$ cat src/rtl/reset_sequencer.sv
// reset_sequencer: lock-gated, stretched, staggered reset release for the mclk domain.
//
// user_reset2 (active-low, async) clears every flop. Release goes through a
// SYNC_STAGES synchroniser. pll_lock is synchronised and then filtered. Reset is
// held for STRETCH cycles after the lock is good. The N_DOM outputs are then
// released bit 0 first, GAP cycles apart.
//
// Optional build macro RST_CAUSE_EN adds the rst_cause[1:0] output:
//   00 = user_reset2, 01 = lock loss, 10 = software request.
//
// sw_reset_req protocol: a single-cycle, mclk-synchronous pulse with no ready
// or acknowledge. It is sampled on every edge and acted on only in RELEASE or
// RUN. In every other state it is dropped without being queued.
module reset_sequencer #(
  parameter int SYNC_STAGES = 2,
  parameter int N_DOM       = 4,
  parameter int LOCK_FILT   = 8,
  parameter int STRETCH     = 16,
  parameter int GAP         = 8
) (
  input  logic             mclk,
  input  logic             user_reset2,
  input  logic             pll_lock,
  input  logic             sw_reset_req,
  output logic [N_DOM-1:0] sync_reset_n,
  output logic             rst_done,
  output logic [2:0]       seq_state,
  output logic [7:0]       lock_loss_cnt
`ifdef RST_CAUSE_EN
  ,
  output logic [1:0]       rst_cause
`endif
);

  typedef enum logic [2:0] {
    ST_HOLD      = 3'd0,
    ST_WAIT_LOCK = 3'd1,
    ST_STRETCH   = 3'd2,
    ST_RELEASE   = 3'd3,
    ST_RUN       = 3'd4
  } state_t;

  localparam logic [15:0] STRETCH_LAST = 16'(STRETCH - 1);
  localparam logic [7:0]  GAP_LAST     = 8'(GAP - 1);
  localparam logic [7:0]  FILT_FULL    = 8'(LOCK_FILT);
  localparam bit          SINGLE_DOM   = (N_DOM == 1);

  logic [SYNC_STAGES-1:0] rst_sync;
  logic [SYNC_STAGES-1:0] lock_sync;
  logic                   rst_int_n;
  logic                   lock_s;
  logic [7:0]             filt_cnt;
  logic                   lock_ok;

  state_t                 state, state_nxt;
  logic [15:0]            stretch_cnt, stretch_nxt;
  logic [7:0]             gap_cnt, gap_nxt;
  logic [N_DOM-1:0]       sync_nxt;
  logic [N_DOM-1:0]       sync_shift;
  logic                   done_nxt;
  logic [7:0]             loss_nxt;
`ifdef RST_CAUSE_EN
  logic [1:0]             cause_nxt;
`endif

  assign rst_int_n  = rst_sync[SYNC_STAGES-1];
  assign lock_s     = lock_sync[SYNC_STAGES-1];
  assign lock_ok    = (filt_cnt == FILT_FULL);
  assign seq_state  = state;
  // Next release pattern: one more low-order bit set, so bits only ever rise in order.
  assign sync_shift = N_DOM'({sync_reset_n, 1'b1});

  // Reset-release synchroniser: asserts asynchronously and releases after SYNC_STAGES edges.
  always_ff @(posedge mclk or negedge user_reset2) begin
    if (!user_reset2) rst_sync <= '0;
    else              rst_sync <= {rst_sync[SYNC_STAGES-2:0], 1'b1};
  end

  // pll_lock synchroniser: the lock input is asynchronous to mclk.
  always_ff @(posedge mclk or negedge user_reset2) begin
    if (!user_reset2) lock_sync <= '0;
    else              lock_sync <= {lock_sync[SYNC_STAGES-2:0], pll_lock};
  end

  // Lock filter: counts consecutive synchronised lock-high cycles and saturates at LOCK_FILT.
  always_ff @(posedge mclk or negedge user_reset2) begin
    if (!user_reset2)          filt_cnt <= '0;
    else if (!rst_int_n)       filt_cnt <= '0;
    else if (!lock_s)          filt_cnt <= '0;
    else if (filt_cnt != FILT_FULL) filt_cnt <= filt_cnt + 8'd1;
  end

  // Sequencer registers: state, counters and the registered reset outputs.
  always_ff @(posedge mclk or negedge user_reset2) begin
    if (!user_reset2) begin
      state         <= ST_HOLD;
      stretch_cnt   <= '0;
      gap_cnt       <= '0;
      sync_reset_n  <= '0;
      rst_done      <= 1'b0;
      lock_loss_cnt <= '0;
`ifdef RST_CAUSE_EN
      rst_cause     <= 2'b00;
`endif
    end else begin
      state         <= state_nxt;
      stretch_cnt   <= stretch_nxt;
      gap_cnt       <= gap_nxt;
      sync_reset_n  <= sync_nxt;
      rst_done      <= done_nxt;
      lock_loss_cnt <= loss_nxt;
`ifdef RST_CAUSE_EN
      rst_cause     <= cause_nxt;
`endif
    end
  end

  // Next-state logic. Lock loss takes priority over a software request.
  always_comb begin
    state_nxt   = state;
    stretch_nxt = stretch_cnt;
    gap_nxt     = gap_cnt;
    sync_nxt    = sync_reset_n;
    done_nxt    = rst_done;
    loss_nxt    = lock_loss_cnt;
`ifdef RST_CAUSE_EN
    cause_nxt   = rst_cause;
`endif
    case (state)
      ST_HOLD: begin
        if (rst_int_n) state_nxt = ST_WAIT_LOCK;
      end
      ST_WAIT_LOCK: begin
        if (lock_ok) begin
          state_nxt   = ST_STRETCH;
          stretch_nxt = '0;
        end
      end
      ST_STRETCH: begin
        if (!lock_ok) begin
          state_nxt = ST_WAIT_LOCK;
        end else if (stretch_cnt == STRETCH_LAST) begin
          sync_nxt = N_DOM'(1);
          gap_nxt  = '0;
          if (SINGLE_DOM) begin
            state_nxt = ST_RUN;
            done_nxt  = 1'b1;
          end else begin
            state_nxt = ST_RELEASE;
          end
        end else begin
          stretch_nxt = stretch_cnt + 16'd1;
        end
      end
      ST_RELEASE, ST_RUN: begin
        if (!lock_ok) begin
          state_nxt = ST_WAIT_LOCK;
          sync_nxt  = '0;
          done_nxt  = 1'b0;
          if (lock_loss_cnt != 8'hFF) loss_nxt = lock_loss_cnt + 8'd1;
`ifdef RST_CAUSE_EN
          cause_nxt = 2'b01;
`endif
        end else if (sw_reset_req) begin
          state_nxt   = ST_STRETCH;
          stretch_nxt = '0;
          sync_nxt    = '0;
          done_nxt    = 1'b0;
`ifdef RST_CAUSE_EN
          cause_nxt   = 2'b10;
`endif
        end else if (state == ST_RELEASE) begin
          if (gap_cnt == GAP_LAST) begin
            gap_nxt  = '0;
            sync_nxt = sync_shift;
            if (&sync_shift) begin
              state_nxt = ST_RUN;
              done_nxt  = 1'b1;
            end
          end else begin
            gap_nxt = gap_cnt + 8'd1;
          end
        end
      end
      default: state_nxt = ST_HOLD;
    endcase
  end

endmodule

$ cat config.mk
export PLATFORM = sky130hd
export DESIGN_NAME = reset_sequencer
export DESIGN_NICKNAME = d
export VERILOG_FILES = /design/src/rtl/reset_sequencer.sv
export SDC_FILE = /design/constraint.sdc
export NUM_CORES = 1
export LEC_CHECK = 0
export CAP_MARGIN = 20
export CORE_MARGIN = 2
export CORE_UTILIZATION = 50
export DETAILED_ROUTE_END_ITERATION = 12
export GPL_TIMING_DRIVEN = 1
export PLACE_DENSITY = 0.7
export SYNTH_ARGS = -nofsm -noshare
export SYNTH_HDL_FRONTEND = slang
export SYNTH_SLANG_ARGS = --single-unit
$ cat constraint.sdc
create_clock -name mclk -period 2.5 [get_ports mclk]
set_clock_uncertainty 0.1 [all_clocks]
set_input_delay 0.5 -clock mclk [delete_from_list [all_inputs] [get_ports mclk]]
set_output_delay 0.5 -clock mclk [all_outputs]
set_load 0.005 [all_outputs]
# Word-level counts from Yosys, hierarchy flattened

Index checks and enable logic that the tools add are counted.

$add $sub $neg: 4
Equality and inequality tests: 26
Multiplexer cells: 38
Bitwise logic cells: 1
Reduce and logical (&&, ||, !) cells: 11

Operators by type and width:

| kind                    | count |
|---|---|
| $mux W16                | 5 |
| $mux W8                 | 9 |
| $pmux W16 S3            | 1 |
| $mux W3                 | 9 |
| $add A8 B1 Y8 const B   | 3 |
| $mux W4                 | 6 |
| $ne A2 B2 Y1 const B    | 9 |
| $reduce_and A6 Y1       | 3 |
| $add A16 B1 Y16 const B | 1 |
| $eq A16 B4 Y1 const B   | 1 |
| $pmux W8 S2             | 1 |
| $ne A3 B2 Y1 const B    | 4 |
| $ne A4 B4 Y1 const B    | 3 |
| $pmux W3 S4             | 1 |
| $eq A8 B3 Y1 const B    | 1 |
| $eq A8 B4 Y1 const B    | 1 |
| $ne A8 B4 Y1 const B    | 1 |
| $ne A8 B8 Y1 const B    | 1 |
| $pmux W4 S2             | 1 |
| $eq A3 B2 Y1 const B    | 2 |
| $reduce_and A3 Y1       | 2 |
| $mux W1                 | 5 |
| $reduce_and A5 Y1       | 1 |
| $reduce_and A4 Y1       | 1 |
| other kinds (8)         | 8 |

Register bits after elaboration: 52
Input port bits: 4
Output and inout port bits: 16
Word-level logic and storage cells: 89

# Logic depth before layout (Yosys ltp)

Gate-level depths: netlist (run 1).

Depth after elaboration: 7
Depth in mapped cells: 8
Gate-level depth less buffers: 7

# Worst setup path after synthesis (run 1)

No wires, ideal clock.

Kind: register -> register
Start point: register stretch_cnt[0]
End point: register sync_reset_n[1]
Library setup time: 0.121 ns
Data arrival time: 1.759 ns
Data required time: 2.279 ns
Setup slack: 0.520 ns
Cell stages (with the launch flop): 7
Buffers on the path: 0
Clock period less this slack: 1.980 ns
Cell sequence: dfrtp_1 -> ha_1 -> and3_1 -> nand4_2 -> o21a_1 -> o32a_1 -> a22o_1

Cells in the longest elaborated chain, start to end: 3

RTL lines:

| what                        | RTL line | source |
|---|---|---|
| start, declared             | 56       | `logic [15:0] stretch_cnt, stretch_nxt;` |
| start signal, assigned      | 107      | `stretch_cnt <= stretch_nxt;` |
| $eq A16 B4 Y1               | 142      | `end else if (stretch_cnt == STRETCH_LAST) begin` |
| $ne A2 B2 Y1 (no line)      | -        |  |
| $reduce_and A5 Y1 (no line) | -        |  |
| end signal, assigned        | 109      | `sync_reset_n <= sync_nxt;` |
| end, declared               | 25       | `output logic [N_DOM-1:0] sync_reset_n,` |

No other way between the ends.
A chain may end at the register's enable or synchronous reset.

# Worst setup path in the final report (run 1)

Start point: register stretch_cnt[0]
End point: register stretch_cnt[1]

Cells in the longest elaborated chain, start to end: 4
Elaborated cells between the ends (all ways): 7
Those cells by class: add/sub: 1; eq/ne: 2; mux: 3; reduce/logical: 1

RTL lines:

| what            | RTL line | source |
|---|---|---|
| $add A16 B1 Y16 | 152      | `stretch_nxt = stretch_cnt + 16'd1;` |
| $mux W16        | 142      |  |
| $mux W16        | 140      | `if (!lock_ok) begin` |
| $pmux W16 S3    | 129      | `case (state)` |

Several ways; a longest one is shown, not always the timed one. The select of a mux whose other input is x is not followed.

==> impl_results.md, run 1 <==
* Drt wl/cell at 15.20 microns
* Async SR Flop Fraction at 1.000
* Drt total wl at 5.959 mm
* Period minus WS final at 2.281 ns
* DP Wirelength at 4.237 mm
* Worst Path Max Fanout at 8
* Initial drt markers at 141
* Vias in the first global route at 2178
* Total CTS buffers at 5
* TritonCTS clock tree: yes
* WP data required at 2.58 ns
* Type of origin of the critical path: flip-flop
* Syn Nets at 304
* Final antenna diode count at 0
* Slew @ Worst Pin at 0.5559 ns
* Share of cells above drive strength 1 at 0.1031
* # setup viols final at 0
* Antenna violations before repair at 0
* Power per standard cell area at 723.2 mW/mm^2
* Fmax at 0.4384 GHz
* Area of the mapped netlist at 0.002818 sq mm
* # Post-CTS Setup Buffers at 0
* Clock-pin slew on the worst setup and hold paths at 0.10 ns
* Post-Synthesis Cells at 295
* IO buf count at 19
* Ranking of synthesized cells by area: dfrtp_1, nand2_1, nor2_1
* Post-synth EDFFs at 0
* Synth cell types at 47
* R2R setup slack at 0.22 ns
* Die area at 0.006252 sq mm
* Maximum Capacitance Violations at 0
* H-Tree Level Count at 2
* # DRC at 0
* Final WS setup at 0.2190 ns
* Ys Warns at 0
* First-pass GRT wire length at 10.54 mm
* Final hold vios at 0
* Slowest cell on the critical path: dfrtp_1
* Routed Antenna Nets at 0
* CTS Buffer Depth at 2
* GP Congestion at 0.8166
* Area Overhead vs Synth at 14.70%
* Slew Limit Headroom at 0.6294
* RSZ-0062 raised after global routing: no
* Drt first pass iters at 4
* Top FF cell, synth: dfrtp_1
* Number of fill cells at 507
* Critical path's top delay family: simple AND/OR/NAND/NOR gates
* Hold_buf cts at 0
* Largest net degree at the start of global routing at 30
* Ports at 20
* CP arrival at 2.36 ns
* FF+latch count, synth at 52
* Avg Vias per Cell at 5.880
* Die X at 79.07 microns
* Hold Path Class: input port to asynchronous set/reset pin
* Setup crit end kind: flip-flop
* Worst skew pair latency at 0.31 ns
* Mean post-synth cell area at 9.552 sq um
* Nets@finish at 328
* Most common cell in the netlist: dfrtp_1
* Sequential fraction of the synthesis area at 0.4618
* Pleak at 1.318 nW
* Placement Setup Slack at 0.06956 ns
* DR vias at 2305
* Worst vdd ir at 0.0003922 V
* Setup CP Type: flip-flop to flip-flop
* Total gr overflow at 0
* Placement row count at 27
* Starting density of the core at 0.5149
* WP buf/inv at 0
* Slowest stage delay, CP at 0.41 ns
* Critical Path, Cell by Cell: ha_1 -> and3_1 -> nand4_2 -> a211oi_2 -> nand2b_1 -> o21ai_0
* Root buf cell: clkbuf_8
* GR Util All Layers at 0.2119
* Synth cell count leaders: dfrtp_1, nand2_1, nor2_1, o21ai_0, nand3_1
* PostCTS Resize Cnt at 0
* Status: completed
* Top cell type's share of synthesized area at 0.4618
* Die H at 79.07 microns
* Clk sinks at 52
* Total negative slack at 0 ns
* Yosys top cell by area: dfrtp_1
* Crit share post-route at 0.9124
* Max-slew violation count at 0
* Core footprint at 0.005473 sq mm
[power breakdown]
group	internal [mW]	switching [mW]	total (mW)
sequential	0.915	0.117	1.03
clock	0.296	0.279	0.575
combinational	0.354	0.375	0.730
total	1.57	0.772	2.34
[worst register-to-register path: cells and delay by family (launching register included)]
family	cells	cell delay [ns]
DFF	1	0.41
AOI/OAI and AO/OA	2	0.57
adders and majority gates	1	0.22
and+or+nand+nor	3	0.86
[final timing paths]
path,startpoint,end,cells after the start
setup / recovery,stretch_cnt[0],stretch_cnt[1],6
hold / removal,user_reset2,lock_loss_cnt[2],1
setup reg to reg,stretch_cnt[0],stretch_cnt[1],6
max in group asynchronous,user_reset2,seq_state[1],2
hold reg to reg,rst_sync[0],rst_sync[1],0
min in group mclk,rst_sync[0],rst_sync[1],0
[per-stage QoR]
| stage | hold WS (ns) | utilization | instances | power [mW] | cell area [sq um] |
|---|---|---|---|---|---|
| after floorplan | 0.1044 | - | 295 | 1.474 | 2818 |
| after detailed placement | 0.2379 | 0.5700 | 384 | 1.778 | 3119 |
| after CTS | 0.08144 | 0.5903 | 392 | 2.366 | 3231 |
| after global routing | 0.1136 | 0.5905 | 392 | 2.503 | 3232 |
| after global placement | 0.2334 | 0.5700 | 384 | 1.767 | 3119 |
| final | 0.06338 | 0.5905 | 392 | 2.337 | 3232 |
[area by class of cell]
class | count | area, sq um | area share
Clock inverter | 3 | 42.54 | 0.01316
Sequential cell | 52 | 1301 | 0.4026
Multi-Input combinational cell | 226 | 1441 | 0.4460
Tap cell | 72 | 90.09 | 0.02787
Inverter | 6 | 22.52 | 0.006969
Timing Repair Buffer | 28 | 265.3 | 0.08207
Clock buffer | 5 | 68.82 | 0.02129
[metal layers]
layer	wire length, microns	up-vias	GRT usage
met2	2795	29	0.3305
met3	141	6	0.03977
met1	2963	1139	0.3024
li1	-	1131	-
met5	0	-	0
met4	57	0	0.06207
[layout by cell type (no fill, tap or decap), types with 2 or more instances in the layout]
cell type,count
xor2_1,8
nor3_1,9
xnor2_1,5
nand3b_1,3
and3b_1,3
a31oi_1,8
a211oi_2,2
mux2i_1,2
nor2_1,27
clkdlybuf4s50_1,18
buf_4,8
ha_1,5
clkbuf_8,5
or3_1,3
a22o_1,3
nand3_1,17
dfrtp_1,52
inv_1,6
nor3b_1,4
nor4_2,5
and4_1,3
and3_1,11
nand4_1,6
o31ai_1,8
o22a_1,7
o21ai_0,20
nor4_1,2
nand2b_1,7
a21oi_1,13
nand2_1,27
[flip-flops by register name (all words and copies together) (netlist names)]
signal / cells
sync_reset_n: 4
rst_done: 1
stretch_cnt: 16
gap_cnt: 8
seq_state: 3
lock_loss_cnt: 8
filt_cnt: 8
lock_sync: 2
rst_sync: 2
[cells by family after synthesis]
family / after synthesis / share of synthesized area
xor gates and xnor gates: 13 / 0.04041
and+or+nand+nor: 134 / 0.2678
other: 1 / 0.001331
muxes: 3 / 0.01110
adders and majority gates: 5 / 0.02220
AOI/OAI and AO/OA: 70 / 0.1683
buffers and inverters: 17 / 0.02709
DFF: 52 / 0.4618
No activity file was read; power rests on OpenSTA's default activity.
==> inputs of run 2 (changes only) <==
- SLEW_MARGIN: default -> 40
==> results of run 2 <==
Same layout as run 1: the final DEF is identical, and so are final timing and power.
==> inputs of run 3 (changes only) <==
- CORE_MARGIN: 2 -> 1.5
- CORE_UTILIZATION: 50 -> 58
- PLACE_DENSITY: 0.7 -> 0.79
==> run 3 against run 2 <==
Compared with the run above:
- non-clock buffer count unchanged
- clock power fell by 0.9%
- worst setup slack gained 0.0058 ns
- cell count decreased by 4.6%
- design area decreased by 0.74%
- sequential cell count unchanged
- combinational power is essentially flat
- largest cell class unchanged
- highest routed layer unchanged
==> impl_results.md, run 3 (synthesis gave the netlist of run 1 again) <==
* Ports at 20
* Final hold vios at 0
* Placed Cells incl. Taps at 366
* Placement row count at 25
* GR Util All Layers at 0.2418
* Final instance area at 0.003208 sq mm
* WP data required at 2.60 ns
* Maximum Capacitance Violations at 0
* Worst vdd ir at 0.0004137 V
* Nets@finish at 328
* Starting density of the core at 0.6005
* Setup crit end kind: flip-flop
* First-pass GRT wire length at 9.998 mm
* WP buf/inv at 0
* Critical Path, Cell by Cell: ha_1 -> and3_1 -> nand4_2 -> o32a_1 -> nand2b_4 -> o31ai_1
* Status: completed
* Hold_buf cts at 0
* R2R setup slack at 0.22 ns
* Antenna violations before repair at 0
* Avg Vias per Cell at 6.267
* Highest-count cells in the layout ignoring fill and taps: dfrtp_1, nor2_1, nand2_1, o21ai_0, clkdlybuf4s50_1
* H-Tree Level Count at 2
* CTS Buffer Depth at 2
* Number of fill cells at 344
* Max-slew violation count at 0
* Share of cells above drive strength 1 at 0.1000
* RR Startpoint: stretch_cnt[0]
* R2R Path End: gap_cnt[4]
* Die H at 72.70 microns
* Power per standard cell area at 727.3 mW/mm^2
* TritonCTS clock tree: yes
* Clk pwr share at 0.244
* GP Congestion at 0.8239
* Sequential share of power at 0.443
* IO buf count at 19
* # Post-CTS Setup Buffers at 0
* Max FFs per register at 16
* Total Power at 2.333 mW
* Switching power at 0.7779 mW
* Dpl cell area at 0.003097 sq mm
* Top reg by flops: stretch_cnt
* Vias in the first global route at 2214
* CP arrival at 2.38 ns
* Worst Path Max Fanout at 11
* Total CTS buffers at 5
* Crit. path cell count at 6
* # setup viols final at 0
* Clk sinks at 52
* RSZ-0062 raised after global routing: no
* Root buf cell: clkbuf_8
* Core footprint at 0.004692 sq mm
* Drt total wl at 5.876 mm
* Routed Antenna Nets at 0
* Largest net degree at the start of global routing at 53
* Period minus WS final at 2.275 ns
* Register-to-Register Path Depth at 6
* PostCTS Resize Cnt at 0
* Pleak at 1.317 nW
* Final antenna diode count at 0
* # DRC at 0
* Total negative slack at 0 ns
* Most common cell after layout, fill and taps aside: dfrtp_1
* Clock-pin slew on the worst setup and hold paths at 0.09 ns
* Critical path's top delay family: compound AO/OA/AOI/OAI gates
* Slowest stage delay, CP at 0.51 ns
* Comb pwr share at 0.313
* DR vias at 2344
* Worst hold slack at 0.07014 ns
* Hold Path Class: input port to asynchronous set/reset pin
* Worst skew pair latency at 0.31 ns
* Fin cells at 374
* Fmax at 0.4395 GHz
* Internal power at 1.555 mW
* Switching share of power at 0.3334
* Drt first pass iters at 5
* Total gr overflow at 0
* Type of origin of the critical path: flip-flop
* Initial drt markers at 161
* Die area at 0.005285 sq mm
* Die X at 72.70 microns
* Area Overhead vs Synth at 13.85%
* Setup CP Type: flip-flop to flip-flop
* Crit share post-route at 0.9100
* DP Wirelength at 4.066 mm
* Slowest cell on the critical path: o32a_1
* Drt wl/cell at 15.71 microns
run 3: power groups by stage:
stage / clock [mW] / combinational [mW] / sequential (mW)
final: 0.570 / 0.729 / 1.03
after global routing: 0.613 / 0.808 / 1.05
after CTS: 0.587 / 0.726 / 1.03
after detailed placement: 0 / 0.719 / 1.05
after global placement: 0 / 0.699 / 1.04
after floorplan: 0 / 0.464 / 1.01
run 3: how the worst max path moves through the flow:
stage                               from               to  slack (ns)
after CTS                 stretch_cnt[0]       gap_cnt[4]        0.23
after floorplan           stretch_cnt[0]  sync_reset_n[1]        0.52
after detailed placement    sw_reset_req   stretch_cnt[1]        0.17
after global routing      stretch_cnt[0]       gap_cnt[4]        0.07
final                     stretch_cnt[0]       gap_cnt[4]        0.22
after global placement      sw_reset_req       gap_cnt[4]        0.23
run 3: stage by stage:
| step | utilization | setup WS (ns) |
|---|---|---|
| floorplan | - | 0.5196 |
| global placement | 0.6600 | 0.2291 |
| detailed placement | 0.6600 | 0.1666 |
| CTS | 0.6837 | 0.2325 |
| global route | 0.6837 | 0.06852 |
| finish | 0.6837 | 0.2249 |
run 3: cell type report:
class / instances / area (sq um) / share of cell area
Clock inverter: 3 / 42.54 / 0.01326
Tap cell: 54 / 67.56 / 0.02106
Multi-Input combinational cell: 226 / 1440 / 0.4489
Sequential cell: 52 / 1301 / 0.4056
Inverter: 6 / 22.52 / 0.007020
Timing Repair Buffer: 28 / 265.3 / 0.08268
Clock buffer: 5 / 68.82 / 0.02145
run 3: routing by layer:
layer	vias to the layer above	GRT usage	routed length, microns
li1	1137	-	-
met1	1129	0.3291	2707
met2	72	0.3935	2833
met3	6	0.04420	276
met4	0	0.07757	58
met5	-	0	0
